===== src/rtl/vx_csr_access.sv =====
// CSR access unit: two-stage read-modify-write pipeline in front of the CSR file.
// S0 reads the CSR combinationally; S1 holds the entry until the response fires.
`ifndef XLEN
`define XLEN 32
`endif
`ifndef VX_CSR_ADDR_BITS
`define VX_CSR_ADDR_BITS 12
`endif

module vx_csr_access #(
    parameter string INSTANCE_ID = "",
    parameter int    CORE_ID     = 0,
    parameter int    UUID_WIDTH  = 8,
    parameter int    NW_WIDTH    = 4
) (
    input  logic                         clk,
    input  logic                         reset,

    input  logic                         req_valid,
    output logic                         req_ready,
    input  logic [UUID_WIDTH-1:0]        req_uuid,
    input  logic [NW_WIDTH-1:0]          req_wid,
    input  logic [1:0]                   req_op,
    input  logic [`VX_CSR_ADDR_BITS-1:0] req_addr,
    input  logic [`XLEN-1:0]             req_src,
    input  logic                         req_src_zero,
    input  logic [4:0]                   req_rd,
    input  logic                         req_wb,

    output logic                         read_enable,
    output logic [UUID_WIDTH-1:0]        read_uuid,
    output logic [NW_WIDTH-1:0]          read_wid,
    output logic [`VX_CSR_ADDR_BITS-1:0] read_addr,
    input  logic [`XLEN-1:0]             read_data_ro,
    input  logic [`XLEN-1:0]             read_data_rw,

    output logic                         write_enable,
    output logic [UUID_WIDTH-1:0]        write_uuid,
    output logic [NW_WIDTH-1:0]          write_wid,
    output logic [`VX_CSR_ADDR_BITS-1:0] write_addr,
    output logic [`XLEN-1:0]             write_data,

    output logic                         rsp_valid,
    input  logic                         rsp_ready,
    output logic [UUID_WIDTH-1:0]        rsp_uuid,
    output logic [NW_WIDTH-1:0]          rsp_wid,
    output logic [4:0]                   rsp_rd,
    output logic                         rsp_wb,
    output logic [`XLEN-1:0]             rsp_data,
    output logic                         rsp_illegal
);

    localparam int XLEN = `XLEN;
    localparam int AB   = `VX_CSR_ADDR_BITS;

    localparam logic [1:0] OP_RW = 2'b01;
    localparam logic [1:0] OP_RS = 2'b10;
    localparam logic [1:0] OP_RC = 2'b11;

    typedef struct packed {
        logic [UUID_WIDTH-1:0] uuid;
        logic [NW_WIDTH-1:0]   wid;
        logic [AB-1:0]         addr;
        logic [4:0]            rd;
        logic                  wb;
        logic [XLEN-1:0]       old_val;
        logic [XLEN-1:0]       new_val;
        logic                  wr;
        logic                  illegal;
    } s1_t;

    s1_t  s1;
    s1_t  s1_n;
    logic s1_valid;

    logic hazard;
    logic accept;
    logic fire;
    logic wr_intent;
    logic ro_space;
    logic illegal;
    logic [XLEN-1:0] old_val;
    logic [XLEN-1:0] new_val;

    assign hazard = s1_valid && s1.wr
                 && (s1.wid == req_wid)
                 && (s1.addr == req_addr);

    assign req_ready = ~hazard && (~s1_valid || rsp_ready);
    assign accept    = req_valid && req_ready;
    assign fire      = s1_valid && rsp_ready;

    // A plain write that discards rd needs no read side effect
    assign read_enable = accept && ~((req_op == OP_RW) && ~req_wb);
    assign read_uuid   = req_uuid;
    assign read_wid    = req_wid;
    assign read_addr   = req_addr;

    assign old_val = read_enable ? (read_data_ro | read_data_rw) : '0;

    // New value and write legality for the request in S0
    always_comb begin
        new_val   = '0;
        wr_intent = 1'b0;
        unique case (req_op)
            OP_RW: begin
                new_val   = req_src;
                wr_intent = 1'b1;
            end
            OP_RS: begin
                new_val   = old_val | req_src;
                wr_intent = ~req_src_zero;
            end
            OP_RC: begin
                new_val   = old_val & ~req_src;
                wr_intent = ~req_src_zero;
            end
            default: begin
                new_val   = '0;
                wr_intent = 1'b0;
            end
        endcase
    end

    assign ro_space = (req_addr[AB-1:AB-2] == 2'b11);
    assign illegal  = (req_op == 2'b00) || (wr_intent && ro_space);

    // Pack the S0 results into the next S1 entry
    always_comb begin
        s1_n         = '0;
        s1_n.uuid    = req_uuid;
        s1_n.wid     = req_wid;
        s1_n.addr    = req_addr;
        s1_n.rd      = req_rd;
        s1_n.wb      = req_wb;
        s1_n.old_val = old_val;
        s1_n.new_val = new_val;
        s1_n.wr      = wr_intent && ~illegal;
        s1_n.illegal = illegal;
    end

    // S1 occupancy: load on accept, drain on fire, refill in the same edge
    always_ff @(posedge clk) begin
        if (reset) begin
            s1_valid <= 1'b0;
        end else if (accept) begin
            s1_valid <= 1'b1;
        end else if (fire) begin
            s1_valid <= 1'b0;
        end
    end

    // S1 payload is only meaningful while s1_valid, so it needs no reset
    always_ff @(posedge clk) begin
        if (accept) begin
            s1 <= s1_n;
        end
    end

    // Held entries are dropped under reset without committing their write
    assign write_enable = fire && s1.wr && ~reset;
    assign write_uuid   = s1.uuid;
    assign write_wid    = s1.wid;
    assign write_addr   = s1.addr;
    assign write_data   = s1.new_val;

    assign rsp_valid   = s1_valid;
    assign rsp_uuid    = s1.uuid;
    assign rsp_wid     = s1.wid;
    assign rsp_rd      = s1.rd;
    assign rsp_wb      = s1.wb;
    assign rsp_data    = s1.old_val;
    assign rsp_illegal = s1.illegal;

`ifndef SYNTHESIS
    // Reserved opcode must never be issued by the decoder
    always @(posedge clk) begin
        if (!reset && req_valid) begin
            assert (req_op != 2'b00)
            else $error("%s (core %0d): reserved csr op, uuid=%0d",
                        INSTANCE_ID, CORE_ID, req_uuid);
        end
    end
`endif

endmodule

===== config.mk =====
export PLATFORM = sky130hd
export DESIGN_NAME = vx_csr_access
export DESIGN_NICKNAME = d
export VERILOG_FILES = /design/src/rtl/vx_csr_access.sv
export SDC_FILE = /design/constraint.sdc
export NUM_CORES = 1
export LEC_CHECK = 0
export ABC_CLOCK_PERIOD_IN_PS = 4600
export CAP_MARGIN = 20
export CORE_MARGIN = 2
export CORE_UTILIZATION = 39
export CTS_CLUSTER_DIAMETER = 60
export CTS_CLUSTER_SIZE = 8
export DETAILED_ROUTE_END_ITERATION = 16
export PLACE_DENSITY = 0.81
export SLEW_MARGIN = 5
export SYNTH_ARGS = -nofsm -noshare
export SYNTH_HDL_FRONTEND = slang
export SYNTH_SLANG_ARGS = --single-unit

===== constraint.sdc =====
create_clock -name clk -period 4.6 [get_ports clk]
set_clock_uncertainty 0.05 [all_clocks]
set_input_delay 0.69 -clock clk [delete_from_list [all_inputs] [get_ports clk]]
set_output_delay 0.69 -clock clk [all_outputs]
set_load 0.05 [all_outputs]

==> results of run 1 <==
[kinds of logic after synthesis]
kind of cell	Yosys count	synth area share (%)
xor+xnor	17	3.03
simple gates	109	10.1
buf+inv	142	21.6
compound gates	39	6.21
flops	97	59.1
[per-layer routing]
metal  wire length, um  vias to the layer above
met5                 0                        -
met1              4580                     1589
li1                  -                     1583
met4               125                        0
met2              6330                      151
met3               841                        8
[cells in the final DEF (no fill, tap or decap), drive strengths merged]
cell type and n:
bufinv 1, o21ai 3, nand2 33, buf 5, nor4 3, and4b 1, o21a 1, o211ai 1
xor2 16, dfxtp 1, nand4 1, xnor2 1, nor2 33, nand2b 1, edfxtp 96, nor3b 1
nand3 2, clkdlybuf4s50 266, and3 1, clkbuf 12, o31ai 32, inv 1, clkinv 1, clkinvlp 1
a21oi 2, nor3 33
[final cells by class]
class                   count  area (um^2)  share of cell area [%]
multi-input cells         165          972                    13.7
clock buffers              12          236                    3.33
inverters                   1         6.26                  0.0882
repair buffers            271         2720                    38.3
clock inverters             3         42.5                   0.600
flip-flops and latches     97         2900                    40.9
well taps                 172          215                    3.03
[flip-flops by register name, summed over array words and instances (netlist names)]
signal and count:
write_data 32, rsp_wid 4, s1 1, write_addr 12, rsp_rd 5, rsp_data 32
rsp_uuid 8, rsp_illegal 1, rsp_wb 1, rsp_valid 1
[stage by stage]
step	total power [mW]	cell area, um^2	hold slack [ns]
2_1_floorplan	1.58	4910	0.709
3_3_place_gp	1.77	6790	0.562
3_5_place_dp	1.78	6790	0.590
4_1_cts	2.51	7070	0.599
5_1_grt	2.58	7100	0.644
6_report	2.49	7100	0.596
[critical path, delay by kind of cell]
family | cells | cell delay, ns
compound gates | 1 | 0.24
simple gates | 2 | 0.67
buf+inv | 2 | 1.16
xor+xnor | 1 | 0.19
[report_power, final]
group,switching (mW),internal [mW],leakage (nW)
Sequential,0.0220,1.05,0.955
Combinational,0.425,0.263,1.44
Clock,0.304,0.419,0.133
[worst paths after layout]
kind,startpoint,endpoint,slack (ns),depth (start not counted)
hold reg to reg,rsp_valid,rsp_valid,0.60,2
setup / recovery,req_addr[7],req_ready,0.90,6
hold / removal,rsp_valid,rsp_valid,0.60,2
setup reg to reg,write_addr[5],write_data[30],1.74,6
==> flow_summary.json, run 1 <==
{
  "outcome": "finished, final reports clean",
  "layout-drive-gt1-share_pct": 4.55,
  "synth_area_um2": 4910,
  "critPathKind": "in2out",
  "min_period_ns": 3.70,
  "critPathMaxFanout": 4,
  "grt_remaining_overflow": 0,
  "cpPeakStageDelay_ns": 0.70,
  "syn_inst": 404,
  "critPathRequiredTime_ns": 3.86,
  "clock-sinks": 97,
  "cts-htree-levels": 3,
  "slew_viol_final": 0,
  "syn2layout_area_growth_pct": 44.4,
  "ys_seq_elements": 97,
  "crit_chain": "clkdlybuf4s50_1, xor2_1, nor4_1, nand4_2, o21a_1, clkdlybuf4s50_1",
  "syn_nets": 537,
  "cts_setup_buffers": 0,
  "grt-busiest-layer": "met2",
  "yosysWarnings": 0,
  "instances_no_fill": 721,
  "core-area_um2": 12500,
  "fillers": 1053,
  "layout.nets": 678,
  "path_clk_slew_ns": 0.06,
  "antenna_found_initial": 0,
  "yosysMostFrequentCell": "buf_4",
  "start_util_pct": 39.4,
  "hold_viol_final": 0,
  "tightest_slew_ns": 0.977,
  "grt_pass1_vias": 3226,
  "crit_slowest_cell": "clkdlybuf4s50_1",
  "dieHeight_um": 116,
  "synth_area_leaders": "edfxtp_1, buf_4, o31ai_1",
  "critPathCaptureType": "output port",
  "grt_setup_unrepaired": "no",
  "num_io_pins": 268,
  "seq_area_frac_synth_pct": 59.1,
  "dieArea_um2": 13500,
  "cts-root-buf": "clkbuf_16",
  "cts.hold.buffers_added": 0,
  "gp_congestion": 0.741,
  "hpwl_um": 8840,
  "power_density_nw_per_um2": 350,
  "vias": 3331,
  "synth_flop_cell": "edfxtp_1",
  "cp-start-kind": "input port",
  "ys_async_sr_fraction_pct": 0,
  "postLayoutSetupSlackWorst_ns": 0.903,
  "synth_cell_types": 25,
  "vdd_drop_max_uv": 215,
  "cts_resized": 0,
  "worstPathArrival_ns": 2.96,
  "avgRoutedWirePerCell_um": 16.5,
  "grt_pass1_wl_um": 17000,
  "pre_cts_ws_ns": 0.840,
  "numPortBuffers": 267,
  "yosysTopAreaCell": "edfxtp_1",
  "hold_class": "reg2reg",
  "synth_top_area_share_pct": 58.7,
  "fp-row-count": 41,
  "fin_crit_sh_pct": 80.4,
  "netlist_top_cells_count": "buf_4, edfxtp_1, nand2_1, nor2_1, o31ai_1",
  "cts_made_buffers": 9,
  "final.setup.tns_ns": 0,
  "crit_top_cell": "clkdlybuf4s50_1",
  "die_w_um": 116,
  "maxClockFrequency_mhz": 270,
  "slew-limit-headroom_pct": 34.8,
  "use_met1_pct": 19.1,
  "avgViaCountPerCell": 4.62,
  "ant_nets": 0,
  "drt-total-wl_um": 11900,
  "cts_buffer_depth": 2,
  "drt-pass1-iter-count": 4,
  "cts_tree": "done",
  "final_util_pct": 56.9,
  "synth_edf_count": 96,
  "avgSynthCellArea_um2": 12.2,
  "power.leakage_nw": 2.53,
  "drt_iter0_drc": 181,
  "dpl.cell_count": 705,
  "antenna-diode-count": 0,
  "grtUsageTotal_pct": 16.7,
  "grt_use_met3_pct": 4.10,
  "grt_max_degree": 97,
  "finalSetupViolCount": 0,
  "clock_latency_ns": 0.33,
  "drv_cap": 0,
  "drc": 0,
  "grt.met2_usage_pct": 30.4
}
No activity file was read; power rests on OpenSTA's default activity.
==> run 2, diff against run 1 <==
--- a/config.mk
+++ b/config.mk
@@ -5,14 +5,14 @@
 export SDC_FILE = /design/constraint.sdc
 export NUM_CORES = 1
 export LEC_CHECK = 0
-export ABC_CLOCK_PERIOD_IN_PS = 4600
+export ABC_CLOCK_PERIOD_IN_PS = 3400
 export CAP_MARGIN = 20
 export CORE_MARGIN = 2
-export CORE_UTILIZATION = 39
+export CORE_UTILIZATION = 36
 export CTS_CLUSTER_DIAMETER = 60
 export CTS_CLUSTER_SIZE = 8
 export DETAILED_ROUTE_END_ITERATION = 16
-export PLACE_DENSITY = 0.81
+export PLACE_DENSITY = 0.78
 export SLEW_MARGIN = 5
 export SYNTH_ARGS = -nofsm -noshare
 export SYNTH_HDL_FRONTEND = slang
==> constraint.sdc (replaced) <==
create_clock -name clk -period 3.4 [get_ports clk]
set_clock_uncertainty 0.05 [all_clocks]
set_input_delay 0.51 -clock clk [delete_from_list [all_inputs] [get_ports clk]]
set_output_delay 0.51 -clock clk [all_outputs]
set_load 0.05 [all_outputs]
==> run 2 against run 1 <==
Net effect:
- combinational power grew 36%
- register-to-register slack lost 0.74 ns
- first-iteration DRC count down 36%
- count of clock-buffer cells in the layout is 1 lower
- final cell count is 1.2% higher
- critical endpoint is now read_enable
- worst setup slack got worse by 0.51 ns
- power up 36%
- critical path depth up 1
- wire length up 0.19%
- via count increased by 0.96%
- clock power is 37% higher
==> flow_summary.json, run 2 (synthesis results as in run 1) <==
{
  "outcome": "finished, final reports clean",
  "power_density_nw_per_um2": 474,
  "clock-sinks": 97,
  "hp-start": "rsp_valid",
  "ant_nets": 0,
  "hold_viol_final": 0,
  "vdd_drop_max_uv": 196,
  "fp-row-count": 42,
  "drv_cap": 0,
  "grt_pass1_vias": 3358,
  "maxClockFrequency_mhz": 333,
  "grt_setup_unrepaired": "no",
  "cts-root-buf": "clkbuf_16",
  "power.leakage_nw": 2.55,
  "antenna-diode-count": 0,
  "drt-pass1-iter-count": 4,
  "final_common_cell": "clkdlybuf4s50_1",
  "swShare_pct": 30.4,
  "cts_made_buffers": 9,
  "combPwrFrac_pct": 27.7,
  "layout-drive-gt1-share_pct": 5.60,
  "clock_latency_ns": 0.33,
  "dieArea_um2": 14600,
  "hold_class": "reg2reg",
  "start_util_pct": 37.0,
  "avgRoutedWirePerCell_um": 16.3,
  "die_w_um": 121,
  "numPortBuffers": 267,
  "startpoint": "req_wid[2]",
  "grt_max_degree": 67,
  "p_clk_share_pct": 29.3,
  "fin_crit_sh_pct": 88.4,
  "fin_hold_ws_ns": 0.628,
  "layout.nets": 682,
  "cts_setup_buffers": 0,
  "dieHeight_um": 121,
  "grt.met2_usage_pct": 27.5,
  "antenna_found_initial": 0,
  "critPathMaxFanout": 4,
  "syn2layout_area_growth_pct": 45.1,
  "worstPathArrival_ns": 2.44,
  "cts_buffer_depth": 2,
  "slew_viol_final": 0,
  "grt_pass1_wl_um": 16900,
  "critPathKind": "in2out",
  "cts-htree-levels": 3,
  "cp-start-kind": "input port",
  "critPathCaptureType": "output port",
  "drc": 0,
  "cts.hold.buffers_added": 0,
  "drt-total-wl_um": 11900,
  "core-area_um2": 13300,
  "grt_remaining_overflow": 0,
  "min_period_ns": 3.00,
  "internal-power_mw": 2.35,
  "grt-busiest-layer": "met2",
  "use_met1_pct": 16.3,
  "grtUsageTotal_pct": 15.4,
  "reg2reg_from": "rsp_wid[2]",
  "grt_use_met3_pct": 4.62,
  "path_clk_slew_ns": 0.06,
  "seq_area_um2": 2900,
  "cts_tree": "done",
  "final_util_pct": 53.6,
  "finalSetupViolCount": 0,
  "num_io_pins": 268,
  "vias": 3363,
  "slew-limit-headroom_pct": 63.9,
  "p_sw_mw": 1.03,
  "final_cell_mix": "clkdlybuf4s50_1, edfxtp_1, nor2_1, nand2_1, o31ai_1",
  "multi_input_area_um2": 972,
  "tightest_slew_ns": 0.539,
  "gp_congestion": 0.772,
  "drt_iter0_drc": 116,
  "hpwl_um": 9130,
  "p_seq_share_pct": 43.0,
  "critPathRequiredTime_ns": 2.84,
  "avgViaCountPerCell": 4.61,
  "cts_resized": 0,
  "fillers": 1119
}
==> run 2: area by class of cell <==
type                       instances  area share, %
sequential                        97           40.7
timing repair buffer             275           38.4
clock inverter                     5          0.772
clock buffer                      11           3.26
multi-input combinational        165           13.6
inverter                           1          0.105
tap                              176           3.09
==> run 2: worst max-delay path, cell delays in order <==
cell and delay (ns):
clkdlybuf4s50_1 0.46, xor2_1 0.19, nor4_1 0.41, nand4_2 0.27, o211ai_4 0.32, nor2_1 0.09
buf_4 0.19
==> run 2: power groups by stage <==
stage | combinational (mW) | clock, mW | sequential [mW]
5_1_grt | 0.975 | 1.05 | 1.46
2_1_floorplan | 0.655 | 0 | 1.48
6_report | 0.936 | 0.991 | 1.45
3_3_place_gp | 0.930 | 0 | 1.48
4_1_cts | 0.943 | 1.02 | 1.46
3_5_place_dp | 0.942 | 0 | 1.48
==> run 2: metal layers <==
layer / vias up / wire length (um) / share of wire (%)
met5: - / 0 / 0
met4: 0 / 340 / 2.9
met3: 25 / 1050 / 8.8
met2: 178 / 6120 / 51
met1: 1564 / 4390 / 37
li1: 1596 / - / -
==> run 2: final timing paths <==
path	end	slack (ns)	cells past startpoint
max reg2reg	rsp_data[5]	1.00	6
min reg2reg	rsp_valid	0.63	2
min	rsp_valid	0.63	2
max	read_enable	0.40	7
==> run 2: metrics by stage <==
step	total power, mW	setup slack [ns]	TNS, ns	std cells	instance area (um^2)
after floorplan	2.14	-0.110	-10.60	404	4920
after global placement	2.41	0.388	0	714	6840
after detailed placement	2.42	0.321	0	714	6840
after CTS	3.41	0.327	0	730	7130
after global routing	3.49	0.287	0	730	7130
final	3.38	0.396	0	730	7130
